**src/rtl/fragment_mem_pkg.sv**
```systemverilog
// rtl/fragment_mem_pkg.sv - shared types and op codes for the fragment memory arbiter
package fragment_mem_pkg;

  typedef enum logic [1:0] {
    IDLE  = 2'd0,
    ISSUE = 2'd1,
    WAIT  = 2'd2
  } arb_state_t;

  typedef enum logic {
    SRC_IC = 1'b0,
    SRC_DC = 1'b1
  } src_t;

  // op[2] selects store, op[1:0] is the access size
  localparam logic [2:0] OP_LB = 3'b000;
  localparam logic [2:0] OP_LH = 3'b001;
  localparam logic [2:0] OP_LW = 3'b010;
  localparam logic [2:0] OP_SB = 3'b100;
  localparam logic [2:0] OP_SH = 3'b101;
  localparam logic [2:0] OP_SW = 3'b110;

endpackage

```
**src/rtl/fragment_mem_arbiter_rr.sv**
```systemverilog
// rtl/fragment_mem_arbiter_rr.sv - two-way round-robin pick between icache and data side
module rr_arbiter2
  import fragment_mem_pkg::*;
(
  input  logic req_ic,
  input  logic req_dc,
  input  src_t last_owner,
  output logic gnt_ic,
  output logic gnt_dc
);

  // On a tie the side that did not own the previous transaction wins
  always_comb begin
    gnt_ic = req_ic && (!req_dc || (last_owner == SRC_DC));
    gnt_dc = req_dc && (!req_ic || (last_owner == SRC_IC));
  end

endmodule

```
**src/rtl/fragment_mem_arbiter.sv**
```systemverilog
// rtl/fragment_mem_arbiter.sv - single-outstanding arbiter for the shared fragment memory port
// Optional grant/stall counters are built when FRAG_MEM_ARB_PERF_EN is defined.
module fragment_mem_arbiter
  import fragment_mem_pkg::*;
#(
  parameter int ADDR_WIDTH = 32,
  parameter int DATA_WIDTH = 32,
  parameter int OP_WIDTH   = 3
) (
  input  logic                  clk,
  input  logic                  rst,
  input  logic                  ic_req_valid,
  output logic                  ic_req_ready,
  input  logic [ADDR_WIDTH-1:0] ic_req_addr,
  input  logic                  ic_kill,
  output logic                  ic_rsp_valid,
  output logic [DATA_WIDTH-1:0] ic_rsp_data,
  input  logic                  dc_req_valid,
  output logic                  dc_req_ready,
  input  logic [ADDR_WIDTH-1:0] dc_req_addr,
  input  logic [DATA_WIDTH-1:0] dc_req_data,
  input  logic [OP_WIDTH-1:0]   dc_req_op,
  output logic                  dc_rsp_valid,
  output logic [DATA_WIDTH-1:0] dc_rsp_data,
  output logic                  mem_a_valid,
  input  logic                  mem_a_ready,
  output logic [ADDR_WIDTH-1:0] mem_a_addr,
  output logic [DATA_WIDTH-1:0] mem_a_data,
  output logic [OP_WIDTH-1:0]   mem_a_op,
  output logic                  mem_a_src,
  input  logic                  mem_d_valid,
  input  logic [DATA_WIDTH-1:0] mem_d_data
`ifdef FRAG_MEM_ARB_PERF_EN
  ,
  output logic [31:0]           perf_ic_grants,
  output logic [31:0]           perf_dc_grants,
  output logic [31:0]           perf_stall_cycles
`endif
);

  arb_state_t state;
  arb_state_t state_nxt;
  src_t       last_owner;
  src_t       own_src;
  logic [ADDR_WIDTH-1:0] own_addr;
  logic [DATA_WIDTH-1:0] own_data;
  logic [OP_WIDTH-1:0]   own_op;
  logic kill_q;
  logic kill_now;
  logic gnt_ic;
  logic gnt_dc;
  logic grant;
  logic rsp_fire;

  rr_arbiter2 u_rr (
    .req_ic     (ic_req_valid),
    .req_dc     (dc_req_valid),
    .last_owner (last_owner),
    .gnt_ic     (gnt_ic),
    .gnt_dc     (gnt_dc)
  );

  always_ff @(posedge clk) begin
    if (rst) begin
      state <= IDLE;
    end else begin
      state <= state_nxt;
    end
  end

  always_comb begin
    state_nxt = state;
    case (state)
      IDLE:    if (grant)       state_nxt = ISSUE;
      ISSUE:   if (mem_a_ready) state_nxt = WAIT;
      WAIT:    if (mem_d_valid) state_nxt = IDLE;
      default:                  state_nxt = IDLE;
    endcase
  end

  // Accept pulses are combinational so the requester sees them in the grant cycle
  always_comb begin
    ic_req_ready = 1'b0;
    dc_req_ready = 1'b0;
    mem_a_valid  = 1'b0;
    case (state)
      IDLE: begin
        ic_req_ready = gnt_ic && !rst;
        dc_req_ready = gnt_dc && !rst;
      end
      ISSUE:   mem_a_valid = 1'b1;
      default: ;
    endcase
  end

  assign grant      = ic_req_ready || dc_req_ready;
  assign rsp_fire   = (state == WAIT) && mem_d_valid;
  assign mem_a_addr = own_addr;
  assign mem_a_data = own_data;
  assign mem_a_op   = own_op;
  assign mem_a_src  = own_src;

  always_ff @(posedge clk) begin
    if (rst) begin
      own_addr <= '0;
      own_data <= '0;
      own_op   <= '0;
      own_src  <= SRC_IC;
    end else if (ic_req_ready) begin
      own_addr <= ic_req_addr;
      own_data <= '0;
      own_op   <= OP_WIDTH'(OP_LW);
      own_src  <= SRC_IC;
    end else if (dc_req_ready) begin
      own_addr <= dc_req_addr;
      own_data <= dc_req_data;
      own_op   <= dc_req_op;
      own_src  <= SRC_DC;
    end
  end

  // A flush arriving in the same cycle as the response must still suppress it
  assign kill_now = kill_q || (ic_kill && (own_src == SRC_IC));

  always_ff @(posedge clk) begin
    if (rst || (state == IDLE) || rsp_fire) begin
      kill_q <= 1'b0;
    end else if (ic_kill && (own_src == SRC_IC)) begin
      kill_q <= 1'b1;
    end
  end

  always_ff @(posedge clk) begin
    if (rst) begin
      last_owner   <= SRC_DC;
      ic_rsp_valid <= 1'b0;
      ic_rsp_data  <= '0;
      dc_rsp_valid <= 1'b0;
      dc_rsp_data  <= '0;
    end else begin
      ic_rsp_valid <= 1'b0;
      dc_rsp_valid <= 1'b0;
      if (rsp_fire) begin
        last_owner <= own_src;
        if (own_src == SRC_IC) begin
          if (!kill_now) begin
            ic_rsp_valid <= 1'b1;
            ic_rsp_data  <= mem_d_data;
          end
        end else begin
          dc_rsp_valid <= 1'b1;
          dc_rsp_data  <= own_op[2] ? '0 : mem_d_data;
        end
      end
    end
  end

`ifdef FRAG_MEM_ARB_PERF_EN
  logic stall_cycle;

  assign stall_cycle = (ic_req_valid && !ic_req_ready) || (dc_req_valid && !dc_req_ready);

  always_ff @(posedge clk) begin
    if (rst) begin
      perf_ic_grants    <= '0;
      perf_dc_grants    <= '0;
      perf_stall_cycles <= '0;
    end else begin
      if (ic_req_ready) perf_ic_grants    <= perf_ic_grants + 32'd1;
      if (dc_req_ready) perf_dc_grants    <= perf_dc_grants + 32'd1;
      if (stall_cycle)  perf_stall_cycles <= perf_stall_cycles + 32'd1;
    end
  end
`endif

endmodule

```
**config.mk**
```make
export PLATFORM = sky130hd
export DESIGN_NAME = fragment_mem_arbiter
export DESIGN_NICKNAME = d
export VERILOG_FILES = /design/src/rtl/fragment_mem_pkg.sv /design/src/rtl/fragment_mem_arbiter_rr.sv /design/src/rtl/fragment_mem_arbiter.sv
export SDC_FILE = /design/constraint.sdc
export NUM_CORES = 1
export LEC_CHECK = 0
export CORE_ASPECT_RATIO = 0.8
export CORE_MARGIN = 2
export CORE_UTILIZATION = 40
export CTS_CLUSTER_DIAMETER = 150
export DETAILED_ROUTE_END_ITERATION = 12
export PLACE_DENSITY = 0.9
export SYNTH_ARGS = -nofsm -noshare
export SYNTH_HDL_FRONTEND = slang
export SYNTH_SLANG_ARGS = --single-unit
```
**constraint.sdc**
```tcl
create_clock -name clk -period 2.02 [get_ports clk]
set_input_delay 0.303 -clock clk [delete_from_list [all_inputs] [get_ports clk]]
set_output_delay 0.303 -clock clk [all_outputs]
set_load 0.05 [all_outputs]
```
# ---- Yosys cells after proc, flatten, opt, wreduce, memory -nomap -nowiden
# Index checks and enable logic that the tools add are counted.
dict set report totals {
  rom_bits 0
  mem_count 0
  ff_bits 138
  latchBits 0
  out_inout_bits 137
  ramBits 0
  in_bits 138
}
dict set report classes {
  n_reduce_logical 23
  n_shift 0
  muxes 14
  addsub 0
  eq_ne 5
  multipliers 0
  n_div 0
  bitwise_logic 4
  n_lt_le_gt_ge 0
}
# op n
set ops {}
lappend ops {{$mux W32} 3}
lappend ops {{$mux W2} 5}
lappend ops {{$logic_and A1 B1 Y1} 6}
lappend ops {{$logic_or A1 B1 Y1} 6}
lappend ops {{$ne A2 B2 Y1 const B} 3}
lappend ops {{$pmux W2 S3} 1}
lappend ops {{$reduce_and A3 Y1} 2}
lappend ops {{$mux W1} 5}
lappend ops {{$not A1 Y1} 4}
lappend ops {{$reduce_or A2 Y1} 2}
lappend ops {{$logic_not A1 Y1} 3}
lappend ops {{$reduce_or A3 Y1} 1}
lappend ops {{$eq A2 B1 Y1 const B} 1}
lappend ops {{$eq A2 B2 Y1 const B} 1}
lappend ops {{$logic_not A2 Y1} 1}
lappend ops {{$reduce_and A2 Y1} 1}
lappend ops {{$reduce_bool A2 Y1} 1}

# ---- Logic depth before layout (Yosys ltp)
# Gate-level depths: netlist of run 1.
dict set report depth {
  depth_word 8
  ltp_mapped 7
  depth_no_buf 4
}

# ---- Modules after synthesis
# Synthesis of run 1 repeated with hierarchy kept, for this count alone.
dict set report unflattened {
  cells_unflattened 588
  area_unflattened_um2 5391.4
}
# mod cells_each area_each_um2 instances
set modules_own_cells {}
lappend modules_own_cells {fragment_mem_arbiter 585 5372.7 1}
lappend modules_own_cells {rr_arbiter2 3 18.8 1}

# ---- Least setup slack after synthesis of run 1
# Ideal clock, no wire load.
dict set report synth_timing {
  path_type {register to output}
  startpoint {register state[1]}
  endpoint {output dc_req_ready}
  required_time_ns 1.717
  setup_slack_ns 0.115
  arrival_ns 1.602
  stages_incl_launch_ff 6
  path_cell_list {dfxtp_1 > buf_6 > nor4b_4 > nand2_1 > clkbuf_1 > inv_1}
}
dict set report synth_between {
  elab_chain_len 2
}
# element line
set synth_lines {}
lappend synth_lines {{start, declared} fragment_mem_arbiter.sv:41} ;# arb_state_t state;
lappend synth_lines {{start signal, assigned} fragment_mem_arbiter.sv:67} ;# state <= state_nxt;
lappend synth_lines {{$logic_not A2 Y1} fragment_mem_arbiter.sv:86} ;# case (state)
lappend synth_lines {{$mux W1} fragment_mem_arbiter.sv:86}
lappend synth_lines {{end, declared} fragment_mem_arbiter.sv:19} ;# output logic dc_req_ready,
# Every way passes these cells.

# ---- Worst setup path after layout of run 1
# Same ends and word-level chain as after synthesis.

==> results.sh, run 1 <==
export IMPL_hold_path_cell_count=5
export IMPL_cts_root_buffer_cell="clkbuf_16"
export IMPL_slowest_delay_ns=0.33
export IMPL_nets=967
export IMPL_synth_edff_count=0
export IMPL_grt_pass1_vias=5480
export IMPL_worst_hold_slack_ns=0.3940
export IMPL_yosysTopAreaCell="dfxtp_1"
export IMPL_crit_type="reg -> out"
export IMPL_setup_violations=0
export IMPL_synth_compound_area_share_pct=31.19
export IMPL_drt_wirelength_per_cell_microns=18.40
export IMPL_cts_tree="done"
export IMPL_cp_common_cell="buf_4"
export IMPL_cap_violations=0
export IMPL_synth_most_common_cell="dfxtp_1"
export IMPL_grt_use_total_pct=25.77
export IMPL_clock_sinks=138
export IMPL_core_sq_um=12870
export IMPL_die_w_microns=132.5
export IMPL_relSlewSlack_pct=62.95
export IMPL_maxSlewViolCount=0
export IMPL_synth_adder_area_share_pct=0
export IMPL_power_total_mw=7.557
export IMPL_routed_via_density=5.576
export IMPL_cts_buffers=17
export IMPL_grt_max_degree=50
export IMPL_synthCells=568
export IMPL_p_per_area_nw_per_um2=841.2
export IMPL_vias=5665
export IMPL_ant_nets=0
export IMPL_num_antenna_cells=0
export IMPL_synth_area_top_cells="dfxtp_1, nand3_1, a21oi_1"
export IMPL_die_y_microns=106.8
export IMPL_r2r_end="mem_a_addr[21]$_SDFFE_PP0P_"
export IMPL_worstPathCellList="buf_4, nor4b_4, nand2_2, buf_4, inv_1, buf_12"
export IMPL_end_kind="output pin"
export IMPL_synth_top_family_by_area="compound AO/OA/AOI/OAI gates"
export IMPL_die_area_sq_um=14160
export IMPL_r2r_start="state[1]$_SDFFE_PP0P_"
export IMPL_pin_count=275
export IMPL_synth_ff_type="dfxtp_1"
export IMPL_avgSynthCellArea_sq_um=9.309
export IMPL_start_util_pct=41.08
export IMPL_synth_distinct_cells=35
export IMPL_path_clk_slew_ns=0.06
export IMPL_dr_pass1_iters=7
export IMPL_synth_top_area_share_pct=52.25
export IMPL_synth_simple_area_share_pct=10.77
export IMPL_synth_seq_cells=138
export IMPL_period_minus_slack_ns=1.991
export IMPL_ys_warnings_count=0
export IMPL_tightest_slew_ns=0.5540
export IMPL_outcome="complete, no violations"
export IMPL_antenna_found_initial=0
export IMPL_critPathLaunchType="register"
export IMPL_final_hold_viol_count=0
export IMPL_r2r_slack_ns=0.24
export IMPL_ir_worst_vdd_mv=0.6201
export IMPL_cp_required_ns=1.72
export IMPL_clock_skew_ns=0.01069
export IMPL_gp_congestion=0.8455
export IMPL_routed_wl_microns=18690
export IMPL_worstHoldPathType="in -> reg"
export IMPL_synth_area_sq_um=5288
export IMPL_synth_xor_area_share_pct=0
export IMPL_dp_hpwl_microns=12750
export IMPL_grt_pass1_wl_microns=29410
export IMPL_synthArstFlopShare_pct=0
export IMPL_crit_end="dc_req_ready"
export IMPL_cp_startpoint="state[1]$_SDFFE_PP0P_"
export IMPL_synthTopCellsByCount="dfxtp_1, nand3_1, a21oi_1"
export IMPL_area_growth_syn_to_layout_pct=69.90
export IMPL_crit_arrival_ns=1.69
export IMPL_placedInstanceArea_sq_um=8315
export IMPL_clock_fmax_mhz=502.3
export IMPL_leakagePower_nw=3.163
export IMPL_stdcell_area_sq_um=8984
export IMPL_reg2regPathDepth=8
export IMPL_grt_ovfl_total=0
export IMPL_drt_iter0_drc=517
export IMPL_rsz0062_at_grt="true"
export IMPL_fill_cells=993
export IMPL_syn_nets=706
export IMPL_layout_drive_gt1_share_pct=9.869
export IMPL_numPortBuffers=274
export IMPL_synth_mux_area_share_pct=0
export IMPL_layout_worst_path_cycle_share_pct=98.56
export IMPL_ys_seq_area_share_pct=52.25
export IMPL_cts_path_max_buffers=2
export IMPL_drc=0
export IMPL_cts_max_level=4
export IMPL_cpMaxStageDelayCell="dfxtp_2"
export IMPL_clk_insertion_delay_late_ns=0.40
export IMPL_fp_row_count=37
export IMPL_path_max_fanout=8
## power by group
group	internal, mW	total (mW)	switching (mW)
logic	0.595	1.39	0.792
registers	2.82	2.88	0.0571
clock network	2.08	3.29	1.21
## per-stage QoR
stage                     instances  setup WS (ns)   TNS, ns  util (%)
after floorplan                 568         0.1153         0         -
after global placement          982       -0.04378  -0.04378     64.61
after detailed placement        982       -0.04611   -0.6228     64.61
after CTS                      1014       -0.01342  -0.01342     69.60
after global routing           1016       -0.04584  -0.06954     69.80
final                          1016        0.02909         0     69.80
## placed cells by master, fill, tap and decap left out, types with 4 or more instances in the layout
cell and instances:
clkdlybuf4s50_1 267, dfxtp_1 137, nand3_1 82, a21oi_1 72
o21ai_0 64, a22o_1 32, buf_4 25, o21ai_1 19
clkbuf_16 17, o31a_1 16, o31ai_1 16, a31oi_1 16
o221a_1 14, buf_12 10, clkinv_4 4, bufinv_16 4
## kinds of logic (layout without fill, tap and decap cells)
family	after synthesis	in the layout
AOI/OAI and AO/OA	256	256
buffers and inverters	69	342
DFF	138	138
and+or+nand+nor	105	105
## how the worst min path moves through the flow
stage	from	endpoint	slack, ns
final	rst	mem_a_src$_SDFFE_PP0P_	0.39
after global routing	rst	mem_a_src$_SDFFE_PP0P_	0.39
after CTS	rst	mem_a_src$_SDFFE_PP0P_	0.40
after detailed placement	dc_rsp_data[26]$_SDFFE_PP0P_	dc_rsp_data[26]$_SDFFE_PP0P_	0.46
after global placement	ic_rsp_data[8]$_SDFFE_PP0P_	ic_rsp_data[8]$_SDFFE_PP0P_	0.46
after floorplan	mem_d_data[10]	dc_rsp_data[10]$_SDFFE_PP0P_	0.43
## final cells by class
type                    instances  area [sq um]  share of cell area [%]
repair buffers                306          3103                   34.54
clock inverters                13         195.2                   2.173
multi-input cells             361          2252                   25.07
clock buffers                  18         429.2                   4.777
well taps                     175         219.0                   2.437
inverters                       5         21.27                  0.2368
flip-flops and latches        138          2764                   30.77
## critical path, delay by kind of cell (launching register included)
family,cells,cell delay [ns]
buffers and inverters,4,0.53
DFF,1,0.33
and+or+nand+nor,2,0.42
## flip-flops by register name (all words and copies together) (netlist names)
register and flops:
dc_rsp_data 32, ic_rsp_data 32, mem_a_addr 32, mem_a_data 32, mem_a_op 3, state 2, dc_rsp_valid 1, ic_rsp_valid 1
kill_q 1, last_owner 1, mem_a_src 1
## routing by layer
metal / share of wire [%] / up-vias / GRT usage, % / routed length (microns)
li1: - / 2656 / - / -
met1: 41 / 2706 / 32.16 / 7661
met2: 49 / 271 / 42.30 / 9108
met3: 8.5 / 32 / 9.409 / 1591
met4: 1.8 / 0 / 6.759 / 328
met5: 0 / - / 0 / 0
## repair_timing
item / CTS / global route
hold buffers: 0 / 0
buffers inserted: 1 / 2
endpoints found under the hold margin: 0 / 0
resized for setup: 3 / 5
setup endpoints to repair: 2 / 4
pin swaps: 1 / 2
cloned: 0 / 0
No activity file was read; power rests on OpenSTA's default activity.
==> inputs of run 2 (changes only) <==
Settings changed: CORE_ASPECT_RATIO 0.8 to 1.1.
==> results.sh, run 2 (synthesis gave the netlist of run 1 again) <==
export IMPL_cts_root_buffer_cell="clkbuf_16"
export IMPL_pin_count=275
export IMPL_stdcell_area_sq_um=8950
export IMPL_combPwrFrac_pct=18.8
export IMPL_layout_drive_gt1_share_pct=9.774
export IMPL_gp_congestion=0.8379
export IMPL_grt_use_total_pct=25.25
export IMPL_pre_cts_ws_ns=0.001350
export IMPL_path_clk_slew_ns=0.06
export IMPL_p_per_area_nw_per_um2=829.8
export IMPL_crit_arrival_ns=1.67
export IMPL_numPortBuffers=274
export IMPL_fp_row_count=44
export IMPL_clock_skew_ns=0.007701
export IMPL_grt_pass1_vias=5441
export IMPL_wl_met3_microns=1348
export IMPL_setup_slack_ns=0.04241
export IMPL_critPathLaunchType="register"
export IMPL_relSlewSlack_pct=62.75
export IMPL_swShare_pct=27.04
export IMPL_cpLargestDelayFamily="simple AND/OR/NAND/NOR gates"
export IMPL_antenna_found_initial=1
export IMPL_power_frac_clock_pct=42.5
export IMPL_dr_pass1_iters=5
export IMPL_ant_nets=0
export IMPL_crit_type="reg -> out"
export IMPL_grt_pass1_wl_microns=28690
export IMPL_placedInstanceArea_sq_um=8305
export IMPL_worstPathCellList="or3b_4, or3_4, inv_4, buf_12"
export IMPL_nets=965
export IMPL_routed_wl_microns=18190
export IMPL_clk_insertion_delay_late_ns=0.41
export IMPL_finish_utilization_pct=68.59
export IMPL_cpMaxStageDelayCell="or3b_4"
export IMPL_clock_sinks=138
export IMPL_drt_iter0_drc=579
export IMPL_rsz0062_at_grt="true"
export IMPL_drt_wirelength_per_cell_microns=18.17
export IMPL_cp_required_ns=1.72
export IMPL_grt_max_degree=51
export IMPL_tightest_slew_ns=0.5570
export IMPL_die_w_microns=113.6
export IMPL_ir_worst_vdd_mv=0.5460
export IMPL_area_growth_syn_to_layout_pct=69.26
export IMPL_layout_commonest_cell="clkdlybuf4s50_1"
export IMPL_top_layer="met4"
export IMPL_wl_met1_microns=7213
export IMPL_p_int_mw=5.418
export IMPL_worstHoldPathType="in -> reg"
export IMPL_final_hold_viol_count=0
export IMPL_setup_violations=0
export IMPL_clock_fmax_mhz=505.7
export IMPL_layout_worst_path_cycle_share_pct=97.90
export IMPL_cts_path_max_buffers=2
export IMPL_path_max_fanout=3
export IMPL_cap_violations=0
export IMPL_die_y_microns=124.6
export IMPL_core_sq_um=13050
export IMPL_most_common_layout_cells="clkdlybuf4s50_1, dfxtp_1, nand3_1"
export IMPL_period_minus_slack_ns=1.978
export IMPL_maxSlewViolCount=0
export IMPL_p_seq_share_pct=38.8
export IMPL_p_switching_mw=2.008
export IMPL_vias=5677
export IMPL_cts_tree="done"
export IMPL_cts_max_level=4
export IMPL_slowest_delay_ns=0.39
export IMPL_start_util_pct=40.53
export IMPL_outcome="complete, no violations"
export IMPL_die_area_sq_um=14160
export IMPL_end_kind="output pin"
export IMPL_cp_num_buf_inv=2
export IMPL_fill_cells=940
export IMPL_cts_buffers=17
export IMPL_routed_via_density=5.671
export IMPL_leakagePower_nw=3.108
export IMPL_worst_hold_slack_ns=0.1882
export IMPL_grt_ovfl_total=0
export IMPL_wl_met2_microns=8930
export IMPL_drc=0
export IMPL_dp_hpwl_microns=12280
-- run 2: changes by cell type in the layout (fill, tap and decap cells not counted), sizes merged, moves of 2 or more --
cell and change:
clkbuf +2, clkinv -2, clkinvlp +3, dlymetal6s2s -2
inv -2
-- run 2: path summary, 6_finish.rpt --
kind,slack [ns],startpoint,end,cells after the start
max,0.04,state[1]$_SDFFE_PP0P_,ic_req_ready,4
min reg2reg,0.47,ic_rsp_data[6]$_SDFFE_PP0P_,ic_rsp_data[6]$_SDFFE_PP0P_,2
min,0.19,rst,ic_rsp_data[3]$_SDFFE_PP0P_,2
max reg2reg,0.39,state[1]$_SDFFE_PP0P_,mem_a_addr[12]$_SDFFE_PP0P_,6
-- run 2: what timing repair did --
| action | in CTS | in global routing |
|---|---|---|
| hold buffers | 0 | 0 |
| setup endpoints to repair | 0 | 2 |
| buffers inserted | 0 | 3 |
| resized for setup | 0 | 6 |
-- run 2: metrics by stage --
step           std cells   TNS, ns  power (mW)
2_1_floorplan        568         0       3.660
3_3_place_gp         966         0       4.292
3_5_place_dp         966         0       4.311
4_1_cts              997         0       7.466
5_1_grt             1001  -0.02439       7.684
6_report            1001         0       7.426
-- run 2: worst reg2reg max path, cell delays in order, from the launching register on --
cell	delay, ns
dfxtp_2	0.32
buf_4	0.16
nor4b_4	0.30
nand2_2	0.12
buf_4	0.15
buf_4	0.18
o221a_2	0.27
-- run 2: power by group through the flow --
| stage | clock (mW) | combinational (mW) | sequential, mW |
|---|---|---|---|
| finish | 3.15 | 1.39 | 2.88 |
| global route | 3.34 | 1.46 | 2.89 |
| CTS | 3.21 | 1.38 | 2.88 |
| detailed placement | 0 | 1.37 | 2.94 |
| global placement | 0 | 1.36 | 2.93 |
| floorplan | 0 | 0.408 | 3.25 |
-- run 2: routing by layer --
metal | GRT usage [%] | vias up
li1 | - | 2660
met1 | 30.83 | 2702
met2 | 40.08 | 265
met3 | 7.543 | 50
met4 | 12.98 | 0
met5 | 0 | -
-- run 2: cell type report --
class,instances,area (sq um),share of cell area (%)
inverters,5,21.27,0.2377
clock inverters,11,146.4,1.636
repair buffers,304,3105,34.70
clock buffers,20,456.7,5.103
diodes,1,2.502,0.02796
flip-flops and latches,138,2764,30.88
multi-input cells,361,2252,25.16
well taps,161,201.4,2.251
==> inputs of run 3 (changes only) <==
Settings changed: CTS_CLUSTER_DIAMETER 150 to not set.
==> results of run 3 <==
No change in the layout: final DEF, timing and power equal those of run 2.
==> RTL edit 1, RTL diff (flow settings as in run 2) <==
The 3 states of `arb_state_t` get a one-hot encoding in 3 bits.
--- a/src/rtl/fragment_mem_pkg.sv
+++ b/src/rtl/fragment_mem_pkg.sv
@@ -3,6 +3,6 @@
 
-  typedef enum logic [1:0] {
-    IDLE  = 2'd0,
-    ISSUE = 2'd1,
-    WAIT  = 2'd2
+  typedef enum logic [2:0] {
+    IDLE  = 3'b001,
+    ISSUE = 3'b010,
+    WAIT  = 3'b100
   } arb_state_t;
Behaviour: no difference found for any inputs over 4 cycles, from zero or initial values and one cycle with rst high; so few cycles prove little.
==> RTL edit 1 against run 2 <==
- sequential cell count is 1 higher
- cell area is 4.4% lower
- sequential power hardly changed
- routed wire length is 10% lower
- area after synthesis is 6.2% lower
- clock skew is 0.0020 ns lower
- hold slack better by 0.25 ns
- die area is 6.0% lower
- critical endpoint is now dc_rsp_data[0]
- largest power group unchanged
- largest cell class unchanged
- worst setup slack better by 0.031 ns
- cell count is 0.70% higher
- critical path depth is 3 lower
- non-clock buffer count is 6 lower
- sequential share of layout area is 1.6 points higher
- power is 6.7% lower
==> RTL edit 1: results (changes against run 2) <==
CTS buffer count=17 (unchanged); number of fillers in the final layout=902 (-4.0%); Die Area=0.0133 sq mm (-6.0%); Adder-Cell Fraction of Synth Area=0 (unchanged); Layout area overhead=72.5%; Crit path max-delay family=buffers and inverters; non-clock inverter count=19 (+14); Crit Reg-Reg Startpoint=state[1]; clk slew on worst S/H paths=0.06 ns (about the same); register area=0.00278 sq mm (+0.72%); Slew @ Worst Pin=0.808 ns (+0.251 ns); post-synthesis cell type count=34 (-2.9%); Wirelength per Cell=16.2 um (-11%); Via Count=5163 (-9.1%); Critical Path AT=1.64 ns (-0.03 ns); clk sinks=139 (+0.72%); gr usage total=0.245 (-0.00719); Seq/Total Area, Yosys=0.561 (+0.0383); nets@finish=979 (+1.5%); crit path max-delay cell type=clkdlybuf4s50_1; area of the multi-input gates=0.00193 sq mm (-14%); share of post-route cells with drive strength above 1=0.0739 (-0.0239); Layout Skew=0.00574 ns (-0.00196 ns); Buffers excl. clock=298 (-2.0%); RePlAce Congestion=0.761 (-9.1%); Data buffer area share=0.354 (+0.00735); R2R Setup Slk=0.29 ns (-0.10 ns); RR Endpoint=ic_rsp_data[22]; antenna violations before repair=1 (unchanged); outcome=complete, no violations; largest stage delay on the critical path=0.84 ns (+0.45 ns); top cells by area, synth=dfxtp_1, nand2_1, a21oi_1, a22o_1, a311oi_1; maximum vdd drop=0.517 mV (-5.4%); hold path depth=3 (+1); CP Launch Point=dc_rsp_data[0]; post-synthesis xor/xnor area fraction=0 (unchanged); largest net degree at the start of global routing=75 (+47%); Synth area leader=dfxtp_1; CTS max path bufs=2 (unchanged); Post-DP Area=0.00800 sq mm (-3.7%); Min Hold Slack=0.436 ns (+0.248 ns); multi-input gates=366 (+1.4%); DRT iter0 DRCs=354 (-39%); Crit Path Max Fanout=2 (-1); leakage power=3.11 nW (about the same); Clock buf/inv share=0.0634 (-0.00394); hold worst-path end=mem_a_data[7]; CTS Root Buffer Type=clkbuf_16; HPWL after detailed placement=11700 um (-4.9%); syn_nets=707 (+0.14%); Hold Crit Start=dc_req_data[7]; Synth Area in Compound Gates=0.208 (-0.104); first-pass GRT wire length=25300 um (-12%); # clk buffers=22 (+10%); list of most frequent post-synthesis cells=nand2_1, dfxtp_1, a21oi_1
==> RTL edit 1: cell count changes after synthesis, moves of 19 or more <==
| cell | change |
|---|---|
| nand3_1 | -81 |
| clkbuf_1 | -32 |
| o21ai_0 | -63 |
| nand2_1 | +166 |
| o21ai_1 | -19 |
| nor2_1 | +20 |
==> RTL edit 1: power breakdown <==
group / leakage (nW) / total (mW) / switching [mW] / internal [mW]
Sequential: 1.13 / 2.89 / 0.0564 / 2.83
Clock: 0.271 / 2.90 / 1.10 / 1.80
Combinational: 1.71 / 1.14 / 0.619 / 0.520
Total: 3.11 / 6.93 / 1.78 / 5.15
==> RTL edit 1: worst max path at each step <==
stage	endpoint	slack, ns
after global routing	dc_req_ready	0.01
after detailed placement	dc_rsp_data[20]	0.08
after floorplan	ic_req_ready	0.18
final	dc_rsp_data[0]	0.07
after global placement	dc_rsp_data[5]	0.12
after CTS	dc_req_ready	0.009
==> RTL edit 1: what timing repair did <==
action                     CTS  global route
setup endpoints to repair    1             2
buffers inserted             0             1
gates resized for setup      2             1
pin swaps                    0             1
==> RTL edit 1: layer usage <==
layer / track usage / wire length (um) / vias up
met5: 0 / 0 / -
met4: 0.115 / 479 / 0
met3: 0.0879 / 1510 / 37
met2: 0.436 / 8540 / 245
met1: 0.252 / 5820 / 2394
li1: - / - / 2487
==> RTL edit 1: tightest hold or removal path, stage by stage <==
cell and delay (ns):
clkdlybuf4s50_1 0.39, nand2_1 0.05, a21oi_1 0.05
==> RTL edit 1: per-stage QoR <==
stage          utilization  setup slack, ns  cells
2_1_floorplan            -            0.177    569
3_3_place_gp         0.662            0.123    975
3_5_place_dp         0.662           0.0817    975
4_1_cts              0.707          0.00868   1006
5_1_grt              0.708           0.0130   1007
6_report             0.708           0.0731   1008
==> RTL edit 2, RTL diff (config.mk and constraints of run 2) <==
Without the edit above. Build with the macro `FRAG_MEM_ARB_PERF_EN` defined.
--- a/src/rtl/fragment_mem_arbiter.sv
+++ b/src/rtl/fragment_mem_arbiter.sv
@@ -2,2 +2,4 @@
 // Optional grant/stall counters are built when FRAG_MEM_ARB_PERF_EN is defined.
+`define FRAG_MEM_ARB_PERF_EN
+
 module fragment_mem_arbiter
Behaviour (old outputs only; new: perf_dc_grants, perf_ic_grants and perf_stall_cycles): unchanged (equiv_simple and equiv_induct, registers matched by name and starting in step).
==> RTL edit 2 against run 2 <==
- area after synthesis grew 73%
- sequential cell count up 96
- synthesized cell count up 90%
- power up 47%
- non-clock buffer count rose by 155
- worst setup slack worse by 0.026 ns
- routed wire length grew 68%
- cell area rose by 65%
- critical path type is now reg2reg
- highest routed layer unchanged
==> RTL edit 2: results (changes against run 2) <==
Setup Fix Bufs, Post-CTS=1 (+1); Post-DP Area=0.0138 sq mm (+66%); CTS Root Buffer Type=clkbuf_16; share of post-route cells with drive strength above 1=0.138 (+0.0400); syn_nets=1220 (+73%); CTS max path bufs=3 (+1); HPWL after detailed placement=22500 um (+84%); Vias/cell=5.25 (-7.5%); CTS buffer count=26 (+9); H-tree depth=1 (-3); largest stage delay on the critical path=0.51 ns (+0.12 ns); later-pin clock latency in the skew report=0.53 ns (+0.12 ns); top cells by area, synth=dfxtp_1, nand2_1, a21oi_1, nor2_1, xnor2_1; hold worst-path end=perf_stall_cycles[0]; gr usage total=0.242 (-0.0106); leakage power=6.07 nW (+95%); RePlAce Congestion=0.845 (+0.88%); R2R Setup Slk=0.02 ns (-0.37 ns); Seq/Total Area, Yosys=0.511 (-0.0116); DRT iter0 DRCs=450 (-22%); hold path depth=3 (+1); Hold Buf Count CTS=1 (+1); outcome=complete, no violations; Ant. Diodes=0 (-1); crit path max-delay cell type=or4_1; Min Hold Slack=0.315 ns (+0.127 ns); Crit Reg-Reg Startpoint=perf_ic_grants[11]; largest net degree at the start of global routing=105 (+110%); post-synthesis xor/xnor area fraction=0.0707 (+0.0707); first-pass GRT wire length=47900 um (+67%); maximum vdd drop=0.661 mV (+21%); number of fillers in the final layout=1810 (+93%); Worst R2R Path Depth=5 (-1); Placed Cells=1758 (+82%); list of most frequent post-synthesis cells=dfxtp_1, nand2_1, nor2_1; pre-CTS WS=-0.342 ns (-0.343 ns); Adder-Cell Fraction of Synth Area=0.00409 (+0.00409); mean post-synth cell area=8.50 sq um (-8.7%); vias in the first global route=9544 (+75%); post-CTS sizing=104 (+104); Layout Skew=0.0136 ns (+0.00595 ns); Wirelength per Cell=16.9 um (-7.2%); Slew @ Worst Pin=0.561 ns (+0.00400 ns); RR Endpoint=perf_ic_grants[29]
[RTL edit 2: changes by cell type in the layout (fill, tap and decap cells not counted), moves of 23 or more]
cell             delta
xnor2_1            +40
dlygate4sd2_1      +96
nand4_1            +32
dfxtp_1            +55
nand2_1           +187
clkdlybuf4s50_1    -27
dfxtp_2            +26
o21ai_0            -53
buf_4              +63
xor2_1             +34
nand3_1            -49
nor3_1             +34
o22ai_1            +23
nor2_1            +119
[RTL edit 2: cell type report]
class,count,area (sq um),share of cell area
inverter,18,70.1,0.00475
tap,300,375,0.0255
timing repair buffer,459,4430,0.301
sequential,234,4770,0.324
clock inverter,9,106,0.00721
clock buffer,38,757,0.0513
multi-input combinational,759,4230,0.287
[RTL edit 2: where the power goes]
group / leakage, nW / internal (mW) / total [mW] / switching [mW]
Clock: 0.420 / 2.85 / 4.74 / 1.89
Combinational: 3.73 / 0.579 / 1.37 / 0.788
Sequential: 1.92 / 4.71 / 4.78 / 0.0726
Total: 6.07 / 8.14 / 10.9 / 2.75
[RTL edit 2: worst max-delay path by stage]
| stage | depth (start not counted) | start | slack [ns] | endpoint |
|---|---|---|---|---|
| floorplan | 7 | perf_ic_grants[8] | -0.24 | perf_ic_grants[29] |
| global placement | 8 | ic_req_valid | -0.30 | perf_stall_cycles[30] |
| detailed placement | 8 | ic_req_valid | -0.34 | perf_stall_cycles[30] |
| CTS | 5 | state[1] | -0.02 | ic_req_ready |
| global route | 5 | state[1] | -0.04 | ic_req_ready |
| finish | 5 | perf_ic_grants[11] | 0.02 | perf_ic_grants[29] |
[RTL edit 2: routing by layer]
layer / routed length (um) / GRT usage / vias up
li1: - / - / 4594
met1: 11500 / 0.266 / 4451
met2: 15400 / 0.438 / 414
met3: 2610 / 0.0681 / 74
met4: 1160 / 0.0996 / 0
met5: 0 / 0 / -
